## src/rtl/brush_paint_ctrl.sv

```systemverilog
// Brush painter and canvas clear sequencer sharing one frame-buffer port.
// The display read port has absolute priority; painter/clear hold while it is granted.
module brush_paint_ctrl #(
    parameter int CANVAS_W = 160,
    parameter int CANVAS_H = 120
) (
    input  logic        clk,
    input  logic        reset,
    input  logic        updateConfig,
    input  logic        updatePosition,
    input  logic        brush,
    input  logic [2:0]  newColorUpdate,
    input  logic [7:0]  x,
    input  logic [7:0]  y,
    input  logic        clearReq,
    input  logic        vgaReq,
    input  logic [14:0] vgaAddr,
    output logic [14:0] memAddr,
    output logic        memWe,
    output logic [2:0]  memWData,
    output logic        vgaGrant,
    output logic        busy,
    output logic        dropped
);

    localparam logic [1:0] IDLE  = 2'd0;
    localparam logic [1:0] PAINT = 2'd1;
    localparam logic [1:0] CLEAR = 2'd2;

    localparam int          NPIX      = CANVAS_W * CANVAS_H;
    localparam logic [14:0] LAST_ADDR = 15'(NPIX - 1);

    logic [1:0]  state_q, state_d;
    logic [2:0]  color_q, color_d;
    logic        size_q, size_d;
    logic [2:0]  scolor_q, scolor_d;
    logic        ssize_q, ssize_d;
    logic [7:0]  cx_q, cx_d;
    logic [7:0]  cy_q, cy_d;
    logic [1:0]  row_q, row_d;
    logic [1:0]  col_q, col_d;
    logic        pend_q, pend_d;
    logic [7:0]  pend_x_q, pend_x_d;
    logic [7:0]  pend_y_q, pend_y_d;
    logic [14:0] clr_q, clr_d;
    logic        drop_q, drop_d;

    logic signed [8:0] off_x, off_y;
    logic signed [8:0] px, py;
    logic              in_canvas;
    logic [14:0]       pix_addr;
    logic              last_visit;
    logic              start;
    logic [7:0]        sx, sy;

    // Brush offsets run -r..+r, so the counter value is shifted by r.
    always_comb begin
        off_x = $signed({7'b0, col_q}) - (ssize_q ? 9'sd1 : 9'sd0);
        off_y = $signed({7'b0, row_q}) - (ssize_q ? 9'sd1 : 9'sd0);
        px = $signed({1'b0, cx_q}) + off_x;
        py = $signed({1'b0, cy_q}) + off_y;
        in_canvas = (int'(px) >= 0) && (int'(px) < CANVAS_W) &&
                    (int'(py) >= 0) && (int'(py) < CANVAS_H);
        pix_addr = 15'(int'(py) * CANVAS_W + int'(px));
        last_visit = ssize_q ? ((row_q == 2'd2) && (col_q == 2'd2)) : 1'b1;
    end

    always_comb begin
        state_d  = state_q;
        color_d  = updateConfig ? newColorUpdate : color_q;
        size_d   = updateConfig ? brush : size_q;
        scolor_d = scolor_q;
        ssize_d  = ssize_q;
        cx_d     = cx_q;
        cy_d     = cy_q;
        row_d    = row_q;
        col_d    = col_q;
        pend_d   = pend_q;
        pend_x_d = pend_x_q;
        pend_y_d = pend_y_q;
        clr_d    = clr_q;
        drop_d   = 1'b0;
        start    = 1'b0;
        sx       = x;
        sy       = y;

        if (clearReq) begin
            state_d = CLEAR;
            clr_d   = '0;
            pend_d  = 1'b0;
            row_d   = '0;
            col_d   = '0;
            drop_d  = updatePosition || ((state_q == PAINT) && pend_q);
        end else begin
            unique case (state_q)
                IDLE: begin
                    if (updatePosition) begin
                        start = 1'b1;
                    end
                end
                PAINT: begin
                    if (!vgaReq && last_visit) begin
                        if (pend_q) begin
                            start  = 1'b1;
                            sx     = pend_x_q;
                            sy     = pend_y_q;
                            pend_d = 1'b0;
                            if (updatePosition) begin
                                pend_d   = 1'b1;
                                pend_x_d = x;
                                pend_y_d = y;
                            end
                        end else if (updatePosition) begin
                            start = 1'b1;
                        end else begin
                            state_d = IDLE;
                        end
                    end else begin
                        if (!vgaReq) begin
                            if (col_q == 2'd2) begin
                                col_d = '0;
                                row_d = row_q + 2'd1;
                            end else begin
                                col_d = col_q + 2'd1;
                            end
                        end
                        if (updatePosition) begin
                            pend_d   = 1'b1;
                            pend_x_d = x;
                            pend_y_d = y;
                            drop_d   = pend_q;
                        end
                    end
                end
                CLEAR: begin
                    drop_d = updatePosition;
                    if (!vgaReq) begin
                        if (clr_q == LAST_ADDR) begin
                            state_d = IDLE;
                            clr_d   = '0;
                        end else begin
                            clr_d = clr_q + 15'd1;
                        end
                    end
                end
                default: state_d = IDLE;
            endcase
        end

        // Stroke config is snapshotted here so later updates cannot leak in.
        if (start) begin
            state_d  = PAINT;
            cx_d     = sx;
            cy_d     = sy;
            row_d    = '0;
            col_d    = '0;
            scolor_d = color_d;
            ssize_d  = size_d;
        end
    end

    always_ff @(posedge clk or posedge reset) begin
        if (reset) begin
            state_q  <= IDLE;
            color_q  <= 3'b111;
            size_q   <= 1'b0;
            scolor_q <= 3'b111;
            ssize_q  <= 1'b0;
            cx_q     <= '0;
            cy_q     <= '0;
            row_q    <= '0;
            col_q    <= '0;
            pend_q   <= 1'b0;
            pend_x_q <= '0;
            pend_y_q <= '0;
            clr_q    <= '0;
            drop_q   <= 1'b0;
        end else begin
            state_q  <= state_d;
            color_q  <= color_d;
            size_q   <= size_d;
            scolor_q <= scolor_d;
            ssize_q  <= ssize_d;
            cx_q     <= cx_d;
            cy_q     <= cy_d;
            row_q    <= row_d;
            col_q    <= col_d;
            pend_q   <= pend_d;
            pend_x_q <= pend_x_d;
            pend_y_q <= pend_y_d;
            clr_q    <= clr_d;
            drop_q   <= drop_d;
        end
    end

    always_comb begin
        memAddr  = '0;
        memWe    = 1'b0;
        memWData = 3'b000;
        if (vgaReq) begin
            memAddr = vgaAddr;
        end else if (state_q == CLEAR) begin
            memAddr = clr_q;
            memWe   = 1'b1;
        end else if (state_q == PAINT) begin
            memAddr  = pix_addr;
            memWe    = in_canvas;
            memWData = scolor_q;
        end
    end

    assign vgaGrant = vgaReq;
    assign busy     = (state_q != IDLE);
    assign dropped  = drop_q;

endmodule

```

## config.mk

```make
export PLATFORM = sky130hd
export DESIGN_NAME = brush_paint_ctrl
export DESIGN_NICKNAME = d
export VERILOG_FILES = /design/src/rtl/brush_paint_ctrl.sv
export SDC_FILE = /design/constraint.sdc
export NUM_CORES = 1
export LEC_CHECK = 0
export ABC_AREA = 0
export ABC_CLOCK_PERIOD_IN_PS = 5500
export CAP_MARGIN = 10
export CORE_ASPECT_RATIO = 1.25
export CORE_UTILIZATION = 35
export DETAILED_ROUTE_END_ITERATION = 16
export REMOVE_ABC_BUFFERS = 1
export SYNTH_ARGS = -nofsm -noshare
export SYNTH_HDL_FRONTEND = slang
export SYNTH_SLANG_ARGS = --single-unit
```

## constraint.sdc

```tcl
create_clock -name clk -period 5.5 [get_ports clk]
set_input_delay 0.825 -clock clk [delete_from_list [all_inputs] [get_ports clk]]
set_output_delay 0.825 -clock clk [all_outputs]
set_load 0.01 [all_outputs]
```

==> results.yml, run 1 <==
synth:
  synth_mux_area_frac: 0.0865
  yosys_warnings: 0
  seq_area_frac_synth: 0.318
  syn_area_um2: 4970
  ys_top_cells_by_count: "nand2_1 (64), dfrtp_1 (57), nor2_1 (45), inv_1 (43), ha_1 (39)"
  synth-main-ff-cell: "dfrtp_1"
  synth-simple-area-share: 0.156
  yosys_register_bits: 63
  yosys.area_share.adder: 0.114
  synth_area_leaders: "dfrtp_1 (29%), ha_1 (9.8%), mux2_2 (5.4%)"
  synth-edff-count: 0
  synthCells: 555
  synth_xor_area_frac: 0.0817
  synth_top_area_share: 0.287
  synth_top_family_by_area: "compound AO/OA/AOI/OAI gates"
  synth.most_common_cell: "nand2_1"
  avgSynthCellArea_um2: 8.96
  synth_compound_gate_area_share: 0.182
  synthArstFlopShare: 1.00
  synth.distinct_cells: 71
  yosys.area.top_type: "dfrtp_1"
placed_design:
  port_buffers: 62
  place.gp.congestion: 0.790
  place_hpwl_um: 8760
grt:
  grt_pass1_wl_um: 19800
  antenna_found_initial: 0
  grt_overflow: 0
  grt_usage: 0.171
  grt_pass1_vias: 4320
  grt_start_max_net_pins: 64
timing:
  worst_slack_ps: -173
  setup_viol: 2
  slew_viol_final: 0
  hold_viol: 0
  rsz0062_at_grt: "true"
  tns_ps: -278
  post-route-period-util: 1.03
  clock.fmax_mhz: 176
  clock-skew-final_ps: 6.83
  worstMarginPinSlew_ps: 933
  fin_crit_ps: 5670
  slew_headroom: 0.378
clocking:
  clockBufferDepth: 2
  clock_latency_ps: 330
  path_clk_slew_ps: 60
  tritoncts: "done"
  clock-sinks: 63
  htreeDepth: 3
  cts-root-buf: "clkbuf_16"
  cts_hold_buf: 0
  numCtsBuffers: 9
worst_setup_path:
  r2r_setup_slack_ps: 2760
  cp-start-kind: "flip-flop"
  cp.required_ps: 4680
  regToRegStartpoint: "state_q[0]"
  max_stage_delay_ps: 390
  arrival_ps: 4850
  crit_slowest_cell: "dfrtp_1"
  cpMostUsedCell: "a21oi_2"
  crit_fanout: 3
  crit_path_end_kind: "output port"
  reg2reg_to: "clr_q[13]"
  criticalPathCategory: "reg -> out"
  rr_worst_depth: 6
die:
  die_h_um: 135
  fp.dieW_um: 109
  ios: 63
  core_area_um2: 13800
  rows: 48
  die_area_um2: 14700
  start_util: 0.360
layout:
  antennaDiodeCount: 0
  final_nets: 759
  area_growth_pct: 35.8
  drive_gt1_frac: 0.265
detailed_routing:
  wire_per_inst_um: 13.6
  wirelength_um: 11600
  vias_per_cell: 5.07
  detail-route-antenna-nets: 0
  first_pass_iters: 4
  dr_total_vias: 4338
  drt_iter0_markers: 151
  remaining_drc_errors: 0
worst_hold_path:
  hold_path.class: "reg -> reg"
  hp-start: "cx_q[1]"
  min_to: "cx_q[1]"
  hold_depth: 2
flow_run:
  drv_cap: 0
status:
  violations: "negative setup slack"
  status: "complete, but fails checks"
-- layout make-up --
| cell class | count | area, µm² |
|---|---|---|
| Clock inverter | 6 | 91.3 |
| Timing Repair Buffer | 132 | 1140 |
| Tap cell | 175 | 219 |
| Clock buffer | 10 | 239 |
| Sequential cell | 63 | 1580 |
| Fill cell | 1317 | 7060 |
| Multi-Input combinational cell | 425 | 3320 |
| Inverter | 44 | 168 |
-- critical path: cells and delay by family, from the launching register on --
family	cells	cell delay (ps)
adder cells (fa/ha/maj)	5	1220
XOR/XNOR	4	730
AND/OR/NAND/NOR	6	760
AO/OA/AOI/OAI	7	1080
buffers and inverters	4	320
flip-flops	1	390
-- worst max path at each step --
stage               cells after the start     start     endpoint
finish                                 26  row_q[0]  memAddr[14]
global route                           26  row_q[0]  memAddr[14]
CTS                                    25  row_q[0]  memAddr[14]
detailed placement                     24  row_q[0]  memAddr[14]
global placement                       23   ssize_q  memAddr[14]
floorplan                              22   ssize_q  memAddr[14]
-- metrics by stage --
step	utilization	setup WS [ps]	cells	area, µm²	hold slack [ps]
final	0.489	-173	855	6760	480
after global routing	0.489	-472	855	6760	524
after CTS	0.485	-181	851	6690	490
after detailed placement	0.440	-734	823	6080	477
after global placement	0.440	-662	823	6080	468
after floorplan	-	-73.0	532	4840	450
-- cells by family after synthesis --
group,after synthesis
muxes,40
buffers and inverters,67
and+or+nand+nor,166
DFF,63
AOI/OAI and AO/OA,135
xor gates and xnor gates,41
adders and majority gates,43
-- sequential cells by signal (all words and copies together), names as in the netlist --
register / cells
dropped: 1
pend_q: 1
cy_q: 8
scolor_q: 3
pend_x_q: 8
row_q: 2
col_q: 2
size_q: 1
color_q: 3
pend_y_q: 8
state_q: 2
ssize_q: 1
clr_q: 15
cx_q: 8
-- cells in the final DEF (no fill, tap or decap), types with 9 or more instances in the layout --
master,synthesis,routed
o21ai_0,36,29
mux2_2,24,24
dfrtp_1,57,57
buf_4,1,65
nand3_1,9,9
xor2_1,16,15
xnor2_1,21,17
nand2_1,64,64
nor2_1,45,42
clkbuf_16,0,9
ha_1,39,33
inv_1,43,39
clkdlybuf4s50_1,0,56
a21oi_2,2,9
a21oi_1,37,29
mux2i_1,16,16
-- per-layer routing --
metal | global-route usage | part of all wire | routed length (µm) | vias to the layer above
li1 | - | - | - | 2187
met1 | 0.199 | 0.43 | 4970 | 2073
met2 | 0.315 | 0.53 | 6150 | 69
met3 | 0.0298 | 0.031 | 364 | 9
met4 | 0.0495 | 0.013 | 150 | 0
met5 | 0 | 0 | 0 | -
-- what timing repair did --
item | 4_1_cts | 5_1_grt
gates resized for setup | 65 | 15
buffers inserted | 13 | 4
pin swaps | 37 | 10
setup endpoints to repair | 6 | 7
Power of run 1 is not shown: default switching activity piles up to over one toggle a cycle in this logic, so the estimate is an artifact.
==> inputs of run 2 (changes only) <==
- GPL_TIMING_DRIVEN: default -> 0
- RECOVER_POWER: default -> 25
==> results.yml, run 2 (synthesis gave the netlist of run 1 again) <==
detailed_routing:
  dr_total_vias: 4152
  drt_iter0_markers: 200
  detail-route-antenna-nets: 0
  vias_per_cell: 5.16
  wire_per_inst_um: 13.8
  remaining_drc_errors: 0
  first_pass_iters: 4
  wirelength_um: 11100
die:
  start_util: 0.360
  die_area_um2: 14700
  die_h_um: 135
  core_area_um2: 13800
  rows: 48
  fp.dieW_um: 109
  ios: 63
timing:
  setup_viol: 3
  post-route-period-util: 1.07
  hold_viol: 0
  worst_hold_slack_ps: 485
  fin_crit_ps: 5870
  rsz0062_at_grt: "true"
  clock.fmax_mhz: 170
  worstMarginPinSlew_ps: 2140
  slew_viol_final: 40
  clock-skew-final_ps: 6.08
  worst_slack_ps: -373
  slew_headroom: -0.425
clocking:
  path_clk_slew_ps: 50
  clockBufferDepth: 2
  clock_latency_ps: 320
  clock-sinks: 63
  htreeDepth: 3
  numCtsBuffers: 9
  tritoncts: "done"
  cts_hold_buf: 0
  cts-root-buf: "clkbuf_16"
worst_setup_path:
  crit_fanout: 3
  rr_worst_depth: 10
  worst-path-stages: 21
  criticalPathCategory: "reg -> out"
  cpMostUsedCell: "ha_4"
  crit_buf_inv: 5
  r2r_setup_slack_ps: 2490
  crit_family: "adder cells"
  arrival_ps: 5050
  cp_cell_sequence: "ha_4 > inv_2 > ha_4 > inv_2 > fa_2 > buf_6 > or3_4 > a2111oi_4 > o21ai_2 > buf_4 > a311o_2 > xnor2_2 > ha_4 > xnor2_2 > ha_1 > a21oi_1 > nand2_1 > xnor2_1 > xnor3_1 > o221ai_2 > buf_2"
  reg2reg_to: "ssize_q"
  max_stage_delay_ps: 430
  crit_path_end_kind: "output port"
  cp.required_ps: 4680
  endpoint: "memAddr[14]"
  cp-start-kind: "flip-flop"
  crit_slowest_cell: "dfrtp_2"
  crit_start: "ssize_q"
  regToRegStartpoint: "row_q[0]"
layout:
  largest_register_ffs: 15
  final_area_um2: 6290
  multi_input_area_um2: 3260
  area_growth_pct: 26.5
  regArea_um2: 1590
  n_fill_cell: 1320
  layout_common_cells: "nand2_1 (64), dfrtp_1 (56), clkdlybuf4s50_1 (54)"
  largest_register: "clr_q"
  final_nets: 708
  final_common_cell: "nand2_1"
  antennaDiodeCount: 0
  drive_gt1_frac: 0.184
worst_hold_path:
  hold_depth: 2
  hold_path.class: "reg -> reg"
placed_design:
  place_area_um2: 5720
  place_hpwl_um: 8310
  port_buffers: 62
  place.gp.congestion: 0.820
grt:
  grt_usage: 0.159
  grt_start_max_net_pins: 40
  grt_pass1_vias: 4148
  antenna_found_initial: 0
  grt_pass1_wl_um: 18800
  grt_overflow: 0
flow_run:
  drv_cap: 1
status:
  violations: "max-capacitance violations, max-slew violations, negative setup slack"
  status: "complete, but fails checks"
run 2: through the flow:
| step | setup TNS (ps) | instances | util | setup WS (ps) |
|---|---|---|---|---|
| 3_3_place_gp | -3080 | 769 | 0.411 | -1030 |
| 2_1_floorplan | -73.0 | 532 | - | -73.0 |
| 5_1_grt | -1750 | 804 | 0.456 | -634 |
| 3_5_place_dp | -3210 | 771 | 0.414 | -1050 |
| 4_1_cts | -737 | 798 | 0.449 | -325 |
| 6_report | -701 | 804 | 0.456 | -373 |
run 2: tightest hold or removal path: stages (launching register included):
cell and delay [ps]:
dfrtp_1 340, nand2_1 50, o21ai_0 60
run 2: layout make-up:
cell class | count | area share
clock inverter | 3 | 0.00636
clock buffer | 13 | 0.0430
tap | 175 | 0.0348
inverter | 44 | 0.0264
sequential | 63 | 0.252
timing repair buffer | 81 | 0.120
multi-input combinational | 425 | 0.518
run 2: worst min-delay path by stage:
stage | start | endpoint
after floorplan | cx_q[1] | cx_q[1]
after global placement | cx_q[1] | cx_q[1]
after detailed placement | cy_q[0] | cy_q[0]
after CTS | cy_q[6] | cy_q[6]
after global routing | pend_x_q[5] | pend_x_q[5]
final | cx_q[1] | cx_q[1]
run 2: repair_timing:
action	CTS	global route
endpoints found under the setup margin	6	6
buffers inserted	11	5
resized for setup	36	23
pin swaps	21	23
run 2: per-layer routing:
| layer | GRT usage | wire (µm) |
|---|---|---|
| met5 | 0 | 0 |
| met4 | 0.0526 | 212 |
| met3 | 0.0269 | 355 |
| met2 | 0.288 | 5750 |
| met1 | 0.189 | 4800 |
Power of run 2 is left out for the same reason.
